<file path="config.mk">
export PLATFORM = sky130hd
export DESIGN_NAME = lab4_sys_mem_arb_flat
export DESIGN_NICKNAME = d
export VERILOG_FILES = /design/src/rtl/lab4_sys_mem_arb_pkg.sv /design/src/rtl/lab4_sys_mem_arb_if.sv /design/src/rtl/lab4_sys_mem_arb_rr.sv /design/src/rtl/lab4_sys_mem_arb.sv /design/src/flat_wrapper.sv
export SDC_FILE = /design/constraint.sdc
export NUM_CORES = 1
export LEC_CHECK = 0
export CORE_AREA = 5 5 634 636
export CTS_CLUSTER_SIZE = 16
export DETAILED_ROUTE_END_ITERATION = 6
export DIE_AREA = 0 0 639 641
export GPL_ROUTABILITY_DRIVEN = 0
export GPL_TIMING_DRIVEN = 0
export PLACE_DENSITY = 0.3
export SYNTH_ARGS = -nofsm -noshare
export SYNTH_HDL_FRONTEND = slang
export SYNTH_SLANG_ARGS = --single-unit
</file>
<file path="constraint.sdc">
create_clock -name clk -period 3.7 [get_ports clk]
set_input_delay 0.555 -clock clk [delete_from_list [all_inputs] [get_ports clk]]
set_output_delay 0.555 -clock clk [all_outputs]
set_load 0.1 [all_outputs]
</file>
<file path="src/rtl/lab4_sys_mem_arb_pkg.sv">
// lab4_sys_MemArbPkg: shared types and limits for the memory arbiter.
//   MAX_PORTS / MAX_DEPTH : upper bounds for requester count and tag FIFO depth
//   port_idx_t            : index wide enough for any legal port number
//   mem_req_16B_t         : 16B memory request message (opaque passed through)
//   mem_resp_16B_t        : 16B memory response message
package lab4_sys_MemArbPkg;

    localparam int MAX_PORTS = 8;
    localparam int MAX_DEPTH = 16;

    typedef logic [$clog2(MAX_PORTS)-1:0] port_idx_t;

    typedef struct packed {
        logic [2:0]   typ;
        logic [7:0]   opaque;
        logic [31:0]  addr;
        logic [3:0]   len;
        logic [127:0] data;
    } mem_req_16B_t;

    typedef struct packed {
        logic [2:0]   typ;
        logic [7:0]   opaque;
        logic [1:0]   test;
        logic [3:0]   len;
        logic [127:0] data;
    } mem_resp_16B_t;

endpackage

</file>
<file path="src/rtl/lab4_sys_mem_arb_if.sv">
// lab4_sys_mem_arb_if: cache-side and memory-side val/rdy streams of the
// memory arbiter.
//   cache2net_reqstream_*  : per-port requests from the caches
//   cache2net_respstream_* : per-port responses back to the caches
//   net2mem_reqstream_*    : single request stream toward memory
//   net2mem_respstream_*   : single response stream from memory
//   modport slave  : arbiter view
//   modport master : environment view (caches + memory)
interface lab4_sys_mem_arb_if #(
    parameter int p_num_ports = 4
);
    import lab4_sys_MemArbPkg::*;

    mem_req_16B_t               cache2net_reqstream_msg [p_num_ports];
    logic [p_num_ports-1:0]     cache2net_reqstream_val;
    logic [p_num_ports-1:0]     cache2net_reqstream_rdy;

    mem_resp_16B_t              cache2net_respstream_msg [p_num_ports];
    logic [p_num_ports-1:0]     cache2net_respstream_val;
    logic [p_num_ports-1:0]     cache2net_respstream_rdy;

    mem_req_16B_t               net2mem_reqstream_msg;
    logic                       net2mem_reqstream_val;
    logic                       net2mem_reqstream_rdy;

    mem_resp_16B_t              net2mem_respstream_msg;
    logic                       net2mem_respstream_val;
    logic                       net2mem_respstream_rdy;

    modport slave (
        input  cache2net_reqstream_msg, cache2net_reqstream_val,
        output cache2net_reqstream_rdy,
        output cache2net_respstream_msg, cache2net_respstream_val,
        input  cache2net_respstream_rdy,
        output net2mem_reqstream_msg, net2mem_reqstream_val,
        input  net2mem_reqstream_rdy,
        input  net2mem_respstream_msg, net2mem_respstream_val,
        output net2mem_respstream_rdy
    );

    modport master (
        output cache2net_reqstream_msg, cache2net_reqstream_val,
        input  cache2net_reqstream_rdy,
        input  cache2net_respstream_msg, cache2net_respstream_val,
        output cache2net_respstream_rdy,
        input  net2mem_reqstream_msg, net2mem_reqstream_val,
        output net2mem_reqstream_rdy,
        output net2mem_respstream_msg, net2mem_respstream_val,
        input  net2mem_respstream_rdy
    );

endinterface

</file>
<file path="src/rtl/lab4_sys_mem_arb_rr.sv">
// lab4_sys_RoundRobinArb: round-robin selection among requesting ports.
//   clk, reset : clock, asynchronous active-low reset
//   req        : per-port request valid (eligible mask)
//   en         : advance the priority pointer past the current winner
//   any        : at least one port is eligible
//   winner     : index of the first eligible port at or after prio
//   grant      : one-hot of winner, all zero when nothing is eligible
module lab4_sys_RoundRobinArb
    import lab4_sys_MemArbPkg::*;
#(
    parameter int p_num_ports = 4
)(
    input  logic                   clk,
    input  logic                   reset,
    input  logic [p_num_ports-1:0] req,
    input  logic                   en,
    output logic                   any,
    output port_idx_t              winner,
    output logic [p_num_ports-1:0] grant
);

    port_idx_t              prio;
    logic [p_num_ports-1:0] eligible;
    logic [p_num_ports-1:0] rot;

    assign eligible = req;

    // Rotate the mask so bit 0 is the port at prio; the lowest set bit of
    // the rotated mask is then the search distance to the winner.
    always_comb begin
        int w;
        rot = p_num_ports'({eligible, eligible} >> prio);
        any = |rot;
        w   = int'(prio);
        for (int i = p_num_ports - 1; i >= 0; i--) begin
            if (rot[i]) w = int'(prio) + i;
        end
        if (w >= p_num_ports) w = w - p_num_ports;
        winner = port_idx_t'(w);
        grant  = '0;
        for (int k = 0; k < p_num_ports; k++) begin
            grant[k] = any && (k == w);
        end
    end

    always_ff @(posedge clk or negedge reset) begin
        if (!reset) begin
            prio <= '0;
        end else if (en) begin
            prio <= (winner == port_idx_t'(p_num_ports - 1)) ? '0 : winner + port_idx_t'(1);
        end
    end

endmodule

</file>
<file path="src/rtl/lab4_sys_mem_arb.sv">
// lab4_sys_mem_arb: round-robin arbiter sharing one 16B memory port among
// p_num_ports cache refill ports. Requests and responses pass through
// combinationally; a tag FIFO of granted port indices steers in-order
// memory responses back to their caches.
//   clk, reset  : clock, asynchronous active-low reset
//   bus         : lab4_sys_mem_arb_if.slave (all request/response streams)
//   grant_count : per-port grant totals, only when LAB4_SYS_MEM_ARB_STATS_EN
//                 is defined
module lab4_sys_mem_arb
    import lab4_sys_MemArbPkg::*;
#(
    parameter int p_num_ports       = 4,
    parameter int p_max_outstanding = 4
)(
    input  logic               clk,
    input  logic               reset,
    lab4_sys_mem_arb_if.slave  bus
`ifdef LAB4_SYS_MEM_ARB_STATS_EN
    ,
    output logic [31:0]        grant_count [p_num_ports]
`endif
);

    localparam int PW = $clog2(p_max_outstanding);
    localparam int CW = $clog2(p_max_outstanding + 1);

    logic                   any;
    port_idx_t              winner;
    logic [p_num_ports-1:0] grant;

    port_idx_t              tag_q [p_max_outstanding];
    logic [PW-1:0]          wr_ptr;
    logic [PW-1:0]          rd_ptr;
    logic [CW-1:0]          count;
    logic                   full;
    logic                   empty;
    port_idx_t              head;
    logic [p_num_ports-1:0] head_onehot;
    logic                   req_fire;
    logic                   resp_fire;

    assign full  = (count == CW'(p_max_outstanding));
    assign empty = (count == '0);
    assign head  = tag_q[rd_ptr];

    lab4_sys_RoundRobinArb #(
        .p_num_ports (p_num_ports)
    ) u_rr (
        .clk    (clk),
        .reset  (reset),
        .req    (bus.cache2net_reqstream_val),
        .en     (req_fire),
        .any    (any),
        .winner (winner),
        .grant  (grant)
    );

    // Request path. Outputs are forced to zero while reset is held.
    always_comb begin
        bus.net2mem_reqstream_val   = reset & any & ~full;
        bus.cache2net_reqstream_rdy = {p_num_ports{reset & bus.net2mem_reqstream_rdy & ~full}} & grant;
        bus.net2mem_reqstream_msg   = '0;
        for (int k = 0; k < p_num_ports; k++) begin
            if (reset && grant[k]) bus.net2mem_reqstream_msg = bus.cache2net_reqstream_msg[k];
        end
    end

    assign req_fire = bus.net2mem_reqstream_val & bus.net2mem_reqstream_rdy;

    // Response path: the FIFO head picks the destination; an empty FIFO
    // leaves any stray memory response waiting.
    always_comb begin
        for (int k = 0; k < p_num_ports; k++) begin
            head_onehot[k] = (head == port_idx_t'(k));
        end
        bus.net2mem_respstream_rdy   = reset & ~empty & |(head_onehot & bus.cache2net_respstream_rdy);
        bus.cache2net_respstream_val = {p_num_ports{reset & ~empty & bus.net2mem_respstream_val}} & head_onehot;
        for (int k = 0; k < p_num_ports; k++) begin
            bus.cache2net_respstream_msg[k] = reset ? bus.net2mem_respstream_msg : '0;
        end
    end

    assign resp_fire = bus.net2mem_respstream_rdy & bus.net2mem_respstream_val;

    // Tag FIFO control. Pushes are already blocked when full, so a
    // simultaneous push and pop never exceeds the depth.
    always_ff @(posedge clk or negedge reset) begin
        if (!reset) begin
            wr_ptr <= '0;
            rd_ptr <= '0;
            count  <= '0;
        end else begin
            if (req_fire)  wr_ptr <= wr_ptr + PW'(1);
            if (resp_fire) rd_ptr <= rd_ptr + PW'(1);
            case ({req_fire, resp_fire})
                2'b10:   count <= count + CW'(1);
                2'b01:   count <= count - CW'(1);
                default: count <= count;
            endcase
        end
    end

    always_ff @(posedge clk) begin
        if (req_fire) tag_q[wr_ptr] <= winner;
    end

`ifdef LAB4_SYS_MEM_ARB_STATS_EN
    always_ff @(posedge clk or negedge reset) begin
        if (!reset) begin
            for (int k = 0; k < p_num_ports; k++) grant_count[k] <= '0;
        end else if (req_fire) begin
            for (int k = 0; k < p_num_ports; k++) begin
                if (grant[k]) grant_count[k] <= grant_count[k] + 32'd1;
            end
        end
    end
`endif

endmodule

</file>
<file path="src/flat_wrapper.sv">
// flat-port wrapper written by rule: the top's interface ports become plain ports
module lab4_sys_mem_arb_flat import lab4_sys_MemArbPkg::*;
#(
    parameter int p_num_ports       = 4,
    parameter int p_max_outstanding = 4
)
  (clk, reset, bus_cache2net_reqstream_msg, bus_cache2net_reqstream_val, bus_cache2net_reqstream_rdy, bus_cache2net_respstream_msg, bus_cache2net_respstream_val, bus_cache2net_respstream_rdy, bus_net2mem_reqstream_msg, bus_net2mem_reqstream_val, bus_net2mem_reqstream_rdy, bus_net2mem_respstream_msg, bus_net2mem_respstream_val, bus_net2mem_respstream_rdy);
  lab4_sys_mem_arb_if #(.p_num_ports(p_num_ports)) bus_i ();
  input  logic clk;
  input  logic reset;
  input wire logic [$bits(bus_i.cache2net_reqstream_msg)-1:0] bus_cache2net_reqstream_msg;
  input wire logic [$bits(bus_i.cache2net_reqstream_val)-1:0] bus_cache2net_reqstream_val;
  output wire logic [$bits(bus_i.cache2net_reqstream_rdy)-1:0] bus_cache2net_reqstream_rdy;
  output wire logic [$bits(bus_i.cache2net_respstream_msg)-1:0] bus_cache2net_respstream_msg;
  output wire logic [$bits(bus_i.cache2net_respstream_val)-1:0] bus_cache2net_respstream_val;
  input wire logic [$bits(bus_i.cache2net_respstream_rdy)-1:0] bus_cache2net_respstream_rdy;
  output wire logic [$bits(bus_i.net2mem_reqstream_msg)-1:0] bus_net2mem_reqstream_msg;
  output wire logic [$bits(bus_i.net2mem_reqstream_val)-1:0] bus_net2mem_reqstream_val;
  input wire logic [$bits(bus_i.net2mem_reqstream_rdy)-1:0] bus_net2mem_reqstream_rdy;
  input wire logic [$bits(bus_i.net2mem_respstream_msg)-1:0] bus_net2mem_respstream_msg;
  input wire logic [$bits(bus_i.net2mem_respstream_val)-1:0] bus_net2mem_respstream_val;
  output wire logic [$bits(bus_i.net2mem_respstream_rdy)-1:0] bus_net2mem_respstream_rdy;
  assign bus_i.cache2net_reqstream_msg = {>>{bus_cache2net_reqstream_msg}};
  assign bus_i.cache2net_reqstream_val = bus_cache2net_reqstream_val;
  assign bus_cache2net_reqstream_rdy = bus_i.cache2net_reqstream_rdy;
  assign bus_cache2net_respstream_msg = {>>{bus_i.cache2net_respstream_msg}};
  assign bus_cache2net_respstream_val = bus_i.cache2net_respstream_val;
  assign bus_i.cache2net_respstream_rdy = bus_cache2net_respstream_rdy;
  assign bus_net2mem_reqstream_msg = bus_i.net2mem_reqstream_msg;
  assign bus_net2mem_reqstream_val = bus_i.net2mem_reqstream_val;
  assign bus_i.net2mem_reqstream_rdy = bus_net2mem_reqstream_rdy;
  assign bus_i.net2mem_respstream_msg = bus_net2mem_respstream_msg;
  assign bus_i.net2mem_respstream_val = bus_net2mem_respstream_val;
  assign bus_net2mem_respstream_rdy = bus_i.net2mem_respstream_rdy;
  lab4_sys_mem_arb #(.p_num_ports(p_num_ports), .p_max_outstanding(p_max_outstanding)) u_core (.clk(clk), .reset(reset), .bus(bus_i));
endmodule
</file>
# Word level (Yosys, flattened, before mapping)
# Memory sizes are Yosys's and may differ from the RTL's.
# Cells that the tools add are included.
dict set report totals {
  register_bits 10
  wordCells 68
  memories 1
  ramBits 12
}
dict set report op_classes {
  n_bitwise 14
  n_shift 1
  reduce_logical 14
  addsub 9
  magnitude_cmp 1
  n_eq_ne 10
  muxes 14
}
# memory depth word_bits rd rd_ports_with_merged_regs write_ports line
set memory_table {}
lappend memory_table {u_core.tag_q 4 3 1 0 1 lab4_sys_mem_arb.sv:31} ;# port_idx_t tag_q [p_max_outstanding];
# operator count
set op_table {}
lappend op_table {{$mux 175} 4}
lappend op_table {{$mux 145} 1}
lappend op_table {{$mux 32} 3}
lappend op_table {{$eq 3x32->1 const A} 2}
lappend op_table {{$eq 2x32->1 const A} 1}
lappend op_table {{$ge 32x4->1 const B} 1}
lappend op_table {{$logic_not 32->1} 1}
lappend op_table {{$sub 32x4->32 const B} 1}
lappend op_table {{$and 4x4->4} 3}
lappend op_table {{$and 1x1->1} 9}
lappend op_table {{$eq 3x2->1 const B} 3}
lappend op_table {{$add 3x2->4 const B} 2}
lappend op_table {{$logic_and 1x1->1} 8}
lappend op_table {{$mux 4} 2}
lappend op_table {{$reduce_or 4->1} 2}
lappend op_table {{$shr 8x3->4} 1}
lappend op_table {{$add 3x1->3 const B} 2}
lappend op_table {{$logic_not 3->1} 2}
lappend op_table {{$pmux 3 s2} 1}
lappend op_table {{$add 2x1->2 const B} 2}
lappend op_table {{$add 3x1->4 const B} 1}
lappend op_table {{$eq 3x1->1 const B} 1}
lappend op_table {{$eq 3x3->1 const B} 1}
lappend op_table {{$mux 3} 1}
lappend op_table {{6 further kinds} 8}

# Longest topological paths before layout
# Gate-level depths: netlist of run 1.
dict set report logic_depth {
  depth_word 14
  mapped_depth 17
  mapped_depth_nobuf 12
}

# Cells and area by module
# From an unflattened synthesis of run 1, not the netlist that was laid out.
dict set report unflattened {
  cells_unflattened 1586
  hier_area_um2 10657.7
}
# module cells_each area_per_inst_um2 n_inst
set modules_own_cells {}
lappend modules_own_cells {lab4_sys_mem_arb 1501 9955.8 1}
lappend modules_own_cells {lab4_sys_RoundRobinArb 85 701.9 1}

# Worst setup path after synthesis of run 1
# No wires, ideal clock.
dict set report synth_path {
  path_type {input to output}
  startpoint {input bus_cache2net_reqstream_val[0]}
  endpoint {output bus_net2mem_reqstream_msg[100]}
  cell_stages 15
  setup_slack_ns -1.560
  arrival_ns 4.705
  cell_sequence {nor2b_1 -> mux4_2 -> o31ai_1 -> a222oi_1 -> nor2_1 -> ha_1 -> buf_2 -> buf_2 -> clkbuf_1 -> clkbuf_1 -> buf_2 -> nand2_1 -> o21ai_0 -> nand2_1 -> a21oi_1}
}
dict set report synth_via {
  elab_chain_len 14
}
# element line
set synth_rtl {}
lappend synth_rtl {{start: declaration} flat_wrapper.sv:12} ;# input wire logic [$bits(bus_i.cache2net_reqstream_val)-1:0] bus_cache2net_reqstream_val;
lappend synth_rtl {{$shr 8x3->4 (*)} lab4_sys_mem_arb_rr.sv:32} ;# rot = p_num_ports'({eligible, eligible} >> prio);
lappend synth_rtl {{$mux 4 (2 in a row)} lab4_sys_mem_arb_rr.sv:36} ;# if (rot[i]) w = int'(prio) + i;
lappend synth_rtl {{$mux 32} lab4_sys_mem_arb_rr.sv:36}
lappend synth_rtl {{$mux 32 (*)} lab4_sys_mem_arb_rr.sv:36}
lappend synth_rtl {{$sub 32x4->32 or $ge 32x4->1 (tied branches)} lab4_sys_mem_arb_rr.sv:38} ;# if (w >= p_num_ports) w = w - p_num_ports;
lappend synth_rtl {{$mux 32 (*)} lab4_sys_mem_arb_rr.sv:38}
lappend synth_rtl {{named net u_core.u_rr.winner[1]} lab4_sys_mem_arb_rr.sv:18} ;# output port_idx_t winner,
lappend synth_rtl {{$logic_not 32->1} lab4_sys_mem_arb_rr.sv:42} ;# grant[k] = any && (k == w);
lappend synth_rtl {{$logic_and 1x1->1} lab4_sys_mem_arb_rr.sv:42}
lappend synth_rtl {{$logic_and 1x1->1} lab4_sys_mem_arb.sv:64} ;# if (reset && grant[k]) bus.net2mem_reqstream_msg = bus.cache2net_reqstream_msg[k];
lappend synth_rtl {{$mux 175 (3 in a row)} lab4_sys_mem_arb.sv:64}
lappend synth_rtl {{$mux 175 (*)} lab4_sys_mem_arb.sv:64}
lappend synth_rtl {{end: declaration} flat_wrapper.sv:17} ;# output wire logic [$bits(bus_i.net2mem_reqstream_msg)-1:0] bus_net2mem_reqstream_msg;
# Mark *: on every way through the listed nets, which the timed path passes. The rest lies on a longest branch.

# Worst setup path after layout of run 1
dict set report layout_path {
  startpoint {register u_core.u_rr.prio[2]}
  endpoint {output bus_net2mem_reqstream_msg[38]}
}
dict set report layout_via {
  elab_chain_len 14
}
# element line
set layout_rtl {}
lappend layout_rtl {{start: declaration} lab4_sys_mem_arb_rr.sv:22} ;# port_idx_t prio;
lappend layout_rtl {{start signal: assignment} lab4_sys_mem_arb_rr.sv:50} ;# prio <= (winner == port_idx_t'(p_num_ports - 1)) ? '0 : winner + port_idx_t'(1);
lappend layout_rtl {{$add 3x2->4 or $shr 8x3->4 (tied branches)} {lab4_sys_mem_arb_rr.sv:36, lab4_sys_mem_arb_rr.sv:32}}
lappend layout_rtl {{$mux 4 (2 in a row)} lab4_sys_mem_arb_rr.sv:36}
lappend layout_rtl {{$mux 32 (2 in a row)} lab4_sys_mem_arb_rr.sv:36}
lappend layout_rtl {{$sub 32x4->32 or $ge 32x4->1 (tied branches)} lab4_sys_mem_arb_rr.sv:38}
lappend layout_rtl {{$mux 32} lab4_sys_mem_arb_rr.sv:38}
lappend layout_rtl {{$logic_not 32->1} lab4_sys_mem_arb_rr.sv:42}
lappend layout_rtl {{$logic_and 1x1->1} lab4_sys_mem_arb_rr.sv:42}
lappend layout_rtl {{$logic_and 1x1->1} lab4_sys_mem_arb.sv:64}
lappend layout_rtl {{$mux 175 (3 in a row)} lab4_sys_mem_arb.sv:64}
lappend layout_rtl {{$mux 175 (*)} lab4_sys_mem_arb.sv:64}
# Mark *: on every way between the ends. The rest lies on a longest branch, timed or not.

==> flow_summary.toml, run 1 <==
[run_status]
outcome = "finished, violations left"
violations = "setup timing"

[drt]
finalWirelength_um = 267000
vias = 22500
wl_per_cell_um = 29.3
ant_nets = 0
first_iter_violations = 1150
via_per_inst = 2.46
dr.pass1.iters = 5
drc = 0

[global_route]
grt_pass1_wl_um = 312000
grt-ovfl-total = 0
grt_antenna_before_repair = 106
grt_max_degree = 16
grt_pass1_vias = 22600
grtUsageTotal_pct = 12.1

[timing]
timing.final.crit_share_pct = 127
tightest_slew_ps = 1360
finalHoldViolations = 0
maxSlewViolCount = 0
period_minus_slack_ps = 4690
timing.final.ws_setup_ps = -994
slew_headroom_pct = 9.40
rsz0062_at_grt = "yes"
clock_skew_ps = 3.29
setup_viol = 178
fmax_mhz = 213

[cts]
clk_pin_slew_ps = 60
cts_hold_buf = 0
cts_sinks = 22
cts_buffers = 3
cts-htree-levels = 1
cts_max_path_buffers = 2
cts_tree = "done"
clkLatencyLatePin_ps = 250
root_buffer = "clkbuf_16"

[setup_path]
path_class = "flip-flop to primary output"
crit_path_end_kind = "primary output"
r2r_cells = 13
cp_max_fo = 6
path_cells = "buf_6 > or4bb_4 > o221ai_4 > o31ai_2 > a222oi_1 > or2_4 > ha_4 > buf_12 > buf_12 > clkbuf_16 > clkbuf_16 > buf_12 > clkbuf_16 > buf_8 > a21oi_2 > o21ai_1 > nand2_1 > a21oi_4 > buf_12"
path_common_cell = "buf_12"
cp.arrival_ps = 4140
cpMaxStageDelayCell = "or4bb_4"
critPathMaxStageDelay_ps = 530
cp.required_ps = 3140
crit_path_start_kind = "flip-flop"

[final_layout]
design_area_um2 = 41600
layout-drive-gt1-share_pct = 53.9
area_growth_pct = 228
seqCellArea_um2 = 613
num-nets-final = 4753
fillers = 45900
multiInputGateArea_um2 = 11500
fin_cells = 9133

[placed_design]
dp_hpwl_um = 244000
port_buffers = 1621
dpl_cell_area_um2 = 38200
dp.cells = 8991
pre_cts_slack_ps = -4440

[logic_synthesis]
synth_ff_type = "edfxtp_1"
async_flop_share_pct = 45.5
synth_nets = 2996
synth.distinct_cells = 49
netlist_area_um2 = 12700
ys_warn_count = 0
syn_area_per_cell_um2 = 5.97
ys_seq_area_share_pct = 4.81
syn_inst = 2125
synth_edf_count = 12
ys_ff_latch = 22

[floorplanning]
die_x_um = 639
coreArea_um2 = 395000
ioPinCount = 1622
rows = 231
dieArea_um2 = 410000
die_y_um = 641
start_util_pct = 3.21

[worst_hold_path]
worstHoldPathType = "primary input to async pin"

[run]
maxCapViolations = 0
==> kinds of logic (layout without fill, tap and decap cells) <==
family / count (synthesis) / count (layout) / share of synthesized area, %
buffers and inverters: 626 / 2382 / 32.1
adders and majority gates: 14 / 14 / 1.44
AOI/OAI and AO/OA: 550 / 550 / 22.4
muxes: 12 / 12 / 1.74
DFF: 22 / 22 / 4.82
and+or+nand+nor: 891 / 891 / 36.8
other: 0 / 10 / 0
xor gates and xnor gates: 10 / 10 / 0.691
==> per-layer routing <==
layer  vias up  wire (µm)  track usage [%]
met2      1120     135000             22.3
met5         -        507                0
li1      10200          -                -
met1     10900      98800             13.7
met4        80       7320             2.01
met3       238      26000             4.09
==> synth_stat cells (3+ instances only) <==
| cell | instances | area [µm²] |
|---|---|---|
| buf_4 | 453 | 3400 |
| clkbuf_1 | 131 | 492 |
| buf_2 | 18 | 90.1 |
| inv_1 | 15 | 56.3 |
| nor2b_1 | 5 | 31.3 |
| nand2_1 | 531 | 1990 |
| edfxtp_1 | 12 | 360 |
| and3b_1 | 175 | 1530 |
| nand2b_1 | 4 | 25.0 |
| o21ai_0 | 177 | 886 |
| mux2i_1 | 4 | 40.0 |
| dfrtp_1 | 10 | 250 |
| o31ai_1 | 3 | 22.5 |
| nor2_1 | 10 | 37.5 |
| buf_1 | 9 | 33.8 |
| mux4_2 | 8 | 180 |
| and2_1 | 153 | 957 |
| xnor2_1 | 6 | 52.6 |
| a21oi_1 | 350 | 1750 |
| xor2_1 | 4 | 35.0 |
| ha_1 | 13 | 163 |
==> cell usage in the layout (no fill, tap or decap), types with 5 or more instances in the layout <==
master and count:
and2_2 73, a21oi_1 57, buf_8 37, clkbuf_4 24
clkbuf_1 10, a21oi_2 98, buf_2 35, edfxtp_1 12
buf_16 5, nand2_4 5, ha_4 5, buf_12 214
and3b_2 29, clkdlybuf4s50_1 851, buf_6 32, nand2_2 80
clkbuf_16 29, buf_4 629, clkbuf_2 406, diode_2 10
a21oi_4 195, and2_4 25, ha_1 8, dlymetal6s2s_1 25
mux4_2 8, nand2_1 446, clkdlybuf4s15_2 48, nor2_1 7
inv_1 13, and2_1 56, o21ai_1 109, clkbuf_8 11
and3b_1 146, o21ai_2 59, o21ai_4 11, dfrtp_1 8
clkdlybuf4s18_2 6
==> final timing paths <==
kind | start | end | slack, ps
max reg2reg | u_core.u_rr.prio[2] | u_core.u_rr.prio[2] | 520
max | u_core.u_rr.prio[2] | bus_net2mem_reqstream_msg[38] | -990
min | reset | u_core.count[0] | 360
max in group asynchronous | reset | u_core.u_rr.prio[1] | 2970
min in group clk | u_core.count[2] | u_core.count[2] | 530
min reg2reg | u_core.count[2] | u_core.count[2] | 530
==> critical path: cells and delay by family, from the launching register on <==
kind / cells / cell delay, ps
AO/OA/AOI/OAI: 6 / 1050
adder cells (fa/ha/maj): 1 / 130
buffers and inverters: 9 / 1310
flip-flops: 1 / 400
AND/OR/NAND/NOR: 3 / 850
==> through the flow <==
step | TNS (ps) | util (%) | hold slack, ps
6_report | -141780 | 10.5 | 355
4_1_cts | -396730 | 10.2 | 350
3_3_place_gp | -1940720 | 9.72 | 479
2_1_floorplan | -45720 | - | 259
5_1_grt | -175850 | 10.5 | 369
3_5_place_dp | -1690790 | 9.67 | 510
==> flip-flops by register name (all words and copies together) (netlist names) <==
register and cells:
u_core.count 3, u_core.tag_q 12, u_core.wr_ptr 2, u_core.u_rr.prio 3
u_core.rd_ptr 2
==> layout make-up <==
class	count	area share, %
well taps	5242	15.8
diodes	10	0.0602
clock buffers	3	0.180
flip-flops and latches	22	1.47
clock inverters	1	0.0722
repair buffers	1766	42.5
plain buffers	597	12.1
inverters	15	0.153
multi-input cells	1477	27.6
==> timing repair <==
| item | 4_1_cts | 5_1_grt |
|---|---|---|
| setup buffers | 66 | 67 |
| gates cloned | 12 | 9 |
| pin swaps | 63 | 159 |
| gates resized for setup | 1942 | 1790 |
| endpoints found under the setup margin | 766 | 652 |
Power of run 1 is left out: the tool's default activity adds up to more than one toggle a clock period on the data nets, which glitch-free logic cannot reach.
==> inputs of run 2 (changes only) <==
CTS_CLUSTER_DIAMETER = 60   (was not set)
==> results of run 2 <==
No change in the layout: final DEF, timing and power equal those of run 1.
Power of run 2 is left out for the same reason.
==> inputs of run 3 (changes only) <==
CORE_AREA = 5 5 626 628   (was 5 5 634 636)
DIE_AREA = 0 0 631 633   (was 0 0 639 641)
SYNTH_HIERARCHICAL = 1   (was not set)
==> flow_summary.toml, run 3 <==
[run_status]
outcome = "finished, violations left"
violations = "setup timing"

[cts]
cts-htree-levels = 1
cts_max_path_buffers = 2
cts_tree = "done"
cts_buffers = 3
clk_pin_slew_ps = 60
cts_sinks = 22
cts_hold_buf = 0
root_buffer = "clkbuf_16"
clkLatencyLatePin_ps = 260

[logic_synthesis]
ys_seq_area_share_pct = 5.73
synth_most_common_cell = "buf_4"
ys_ff_latch = 22
syn_area_per_cell_um2 = 6.72
synth_top_area_cell = "buf_4"
synth_edf_count = 12
synth.distinct_cells = 55
syn_inst = 1586
netlist_area_um2 = 10700
async_flop_share_pct = 45.5
ys_top_cells_by_count = "buf_4, o21ai_0, nand2_1, a221o_1, and2_1"
synth_nets = 2457
synth_ff_type = "edfxtp_1"
ys_warn_count = 6
yosysTopAreaCellShare_pct = 30.7
synthTopCellsByArea = "buf_4, a221o_1, o21ai_0"

[setup_path]
cp.depth = 20
crit_path_end_kind = "primary output"
crit_start = "u_core/u_rr/prio[0]"
path_buf_inv = 8
rr_endpoint = "u_core/count[2]"
critPathMaxStageDelay_ps = 540
path_class = "flip-flop to primary output"
path_cells = "buf_6 > nand3b_1 > buf_4 > nand2_2 > or4_4 > a31oi_4 > a311o_1 > ha_2 > nand2_2 > nor2_4 > inv_2 > and3_4 > buf_12 > buf_16 > buf_6 > buf_8 > a221o_1 > o21ai_2 > o21ai_2 > clkbuf_16"
r2r_cells = 15
crit_path_start_kind = "flip-flop"
cpMaxStageDelayCell = "or4_4"
regToRegStartpoint = "u_core/u_rr/prio[0]"
cp.arrival_ps = 4270
worstSetupEndpoint = "bus_net2mem_reqstream_msg[78]"
critPathTopFamily = "buffers and inverters"
cp.required_ps = 3140
cp_max_fo = 8
r2r_slack_ps = 370

[floorplanning]
dieArea_um2 = 399000
die_y_um = 633
start_util_pct = 2.77
ioPinCount = 1622
die_x_um = 631
coreArea_um2 = 385000
rows = 228

[timing]
tightest_slew_ps = 1070
period_minus_slack_ps = 4820
setup_viol = 175
fmax_mhz = 207
clock_skew_ps = 2.81
rsz0062_at_grt = "yes"
tns_ps = -167050
maxSlewViolCount = 0
finalHoldViolations = 0
timing.final.ws_setup_ps = -1120
slew_headroom_pct = 28.5
timing.final.crit_share_pct = 130

[global_route]
grtUsageTotal_pct = 12.1
top_usage_layer = "met2"
grt_pass1_vias = 20900
use_met2_pct = 24.2
grt_pass1_wl_um = 297000
grt_max_degree = 14
grt-ovfl-total = 0
grt_antenna_before_repair = 92
use_met3_pct = 4.18
met1_usage_pct = 11.5

[run]
maxCapViolations = 0

[drt]
vias = 19600
ant_nets = 0
wl_per_cell_um = 30.5
dr.pass1.iters = 5
drc = 0
via_per_inst = 2.34
first_iter_violations = 855
finalWirelength_um = 255000

[final_layout]
final_common_cell = "clkdlybuf4s50_1"
layout_common_cells = "clkdlybuf4s50_1, buf_4, buf_2"
area_growth_pct = 251
layout-drive-gt1-share_pct = 58.1
utilization_pct = 9.73
num-nets-final = 4155
top_regs = "u_core/tag_q x12, u_core/count x3, u_core/u_rr/prio x3"
largest_register = "u_core/tag_q"
largest_reg_flops = 12

[worst_hold_path]
worstHoldPathType = "primary input to async pin"

[placed_design]
pre_cts_slack_ps = -5070
port_buffers = 1621
dp_hpwl_um = 236000
[run 3: cell count changes in the layout (fill, tap and decap cells not counted), moves of 142 or more]
cell      previous run  this run
a21oi_4            195         1
a221o_1              0       171
and3b_1            146         0
buf_2               35       268
clkbuf_2           406       205
nand2_1            446       167
o21ai_4             11       153
[run 3: cells by family after synthesis]
group / Yosys count / share of synthesized area (%)
muxes: 15 / 1.96
adders and majority gates: 14 / 1.71
and+or+nand+nor: 387 / 18.2
AOI/OAI and AO/OA: 547 / 34.5
DFF: 22 / 5.73
buffers and inverters: 591 / 37.1
xor gates and xnor gates: 10 / 0.822
[run 3: worst min-delay path by stage]
stage | depth (start not counted) | endpoint | slack [ps]
after detailed placement | 1 | u_core/count[0] | 500
after CTS | 1 | u_core/u_rr/prio[0] | 450
after global routing | 1 | u_core/u_rr/prio[0] | 240
after floorplan | 0 | u_core/count[0] | 260
after global placement | 1 | u_core/count[0] | 490
final | 1 | u_core/u_rr/prio[0] | 210
[run 3: layer usage]
| metal | part of all wire, % | up-vias |
|---|---|---|
| met5 | 0.12 | - |
| met4 | 3.3 | 52 |
| met3 | 8.7 | 262 |
| met2 | 55 | 1137 |
| met1 | 32 | 9473 |
| li1 | - | 8642 |
[run 3: stage by stage]
step | std cells | hold slack [ps] | area (µm²)
2_1_floorplan | 1586 | 259 | 12300
3_3_place_gp | 8267 | 488 | 34800
3_5_place_dp | 8270 | 498 | 34400
4_1_cts | 8315 | 450 | 37600
5_1_grt | 8352 | 240 | 37400
6_report | 8361 | 215 | 37500
[run 3: final cells by class]
| cell class | count | area [µm²] |
|---|---|---|
| Antenna cell | 18 | 45.0 |
| Buffer | 570 | 4640 |
| Clock buffer | 3 | 75.1 |
| Clock inverter | 1 | 30.0 |
| Fill cell | 44900 | 347000 |
| Inverter | 16 | 67.6 |
| Multi-Input combinational cell | 973 | 8910 |
| Sequential cell | 22 | 613 |
| Tap cell | 5060 | 6330 |
| Timing Repair Buffer | 1698 | 16700 |
[run 3: what timing repair did]
item / 4_1_cts / 5_1_grt
pin swaps: 35 / 98
endpoints found under the setup margin: 767 / 767
resized for setup: 2575 / 1878
buffers inserted: 33 / 24
cloned: 9 / 9
Power of run 3 is left out for the same reason.
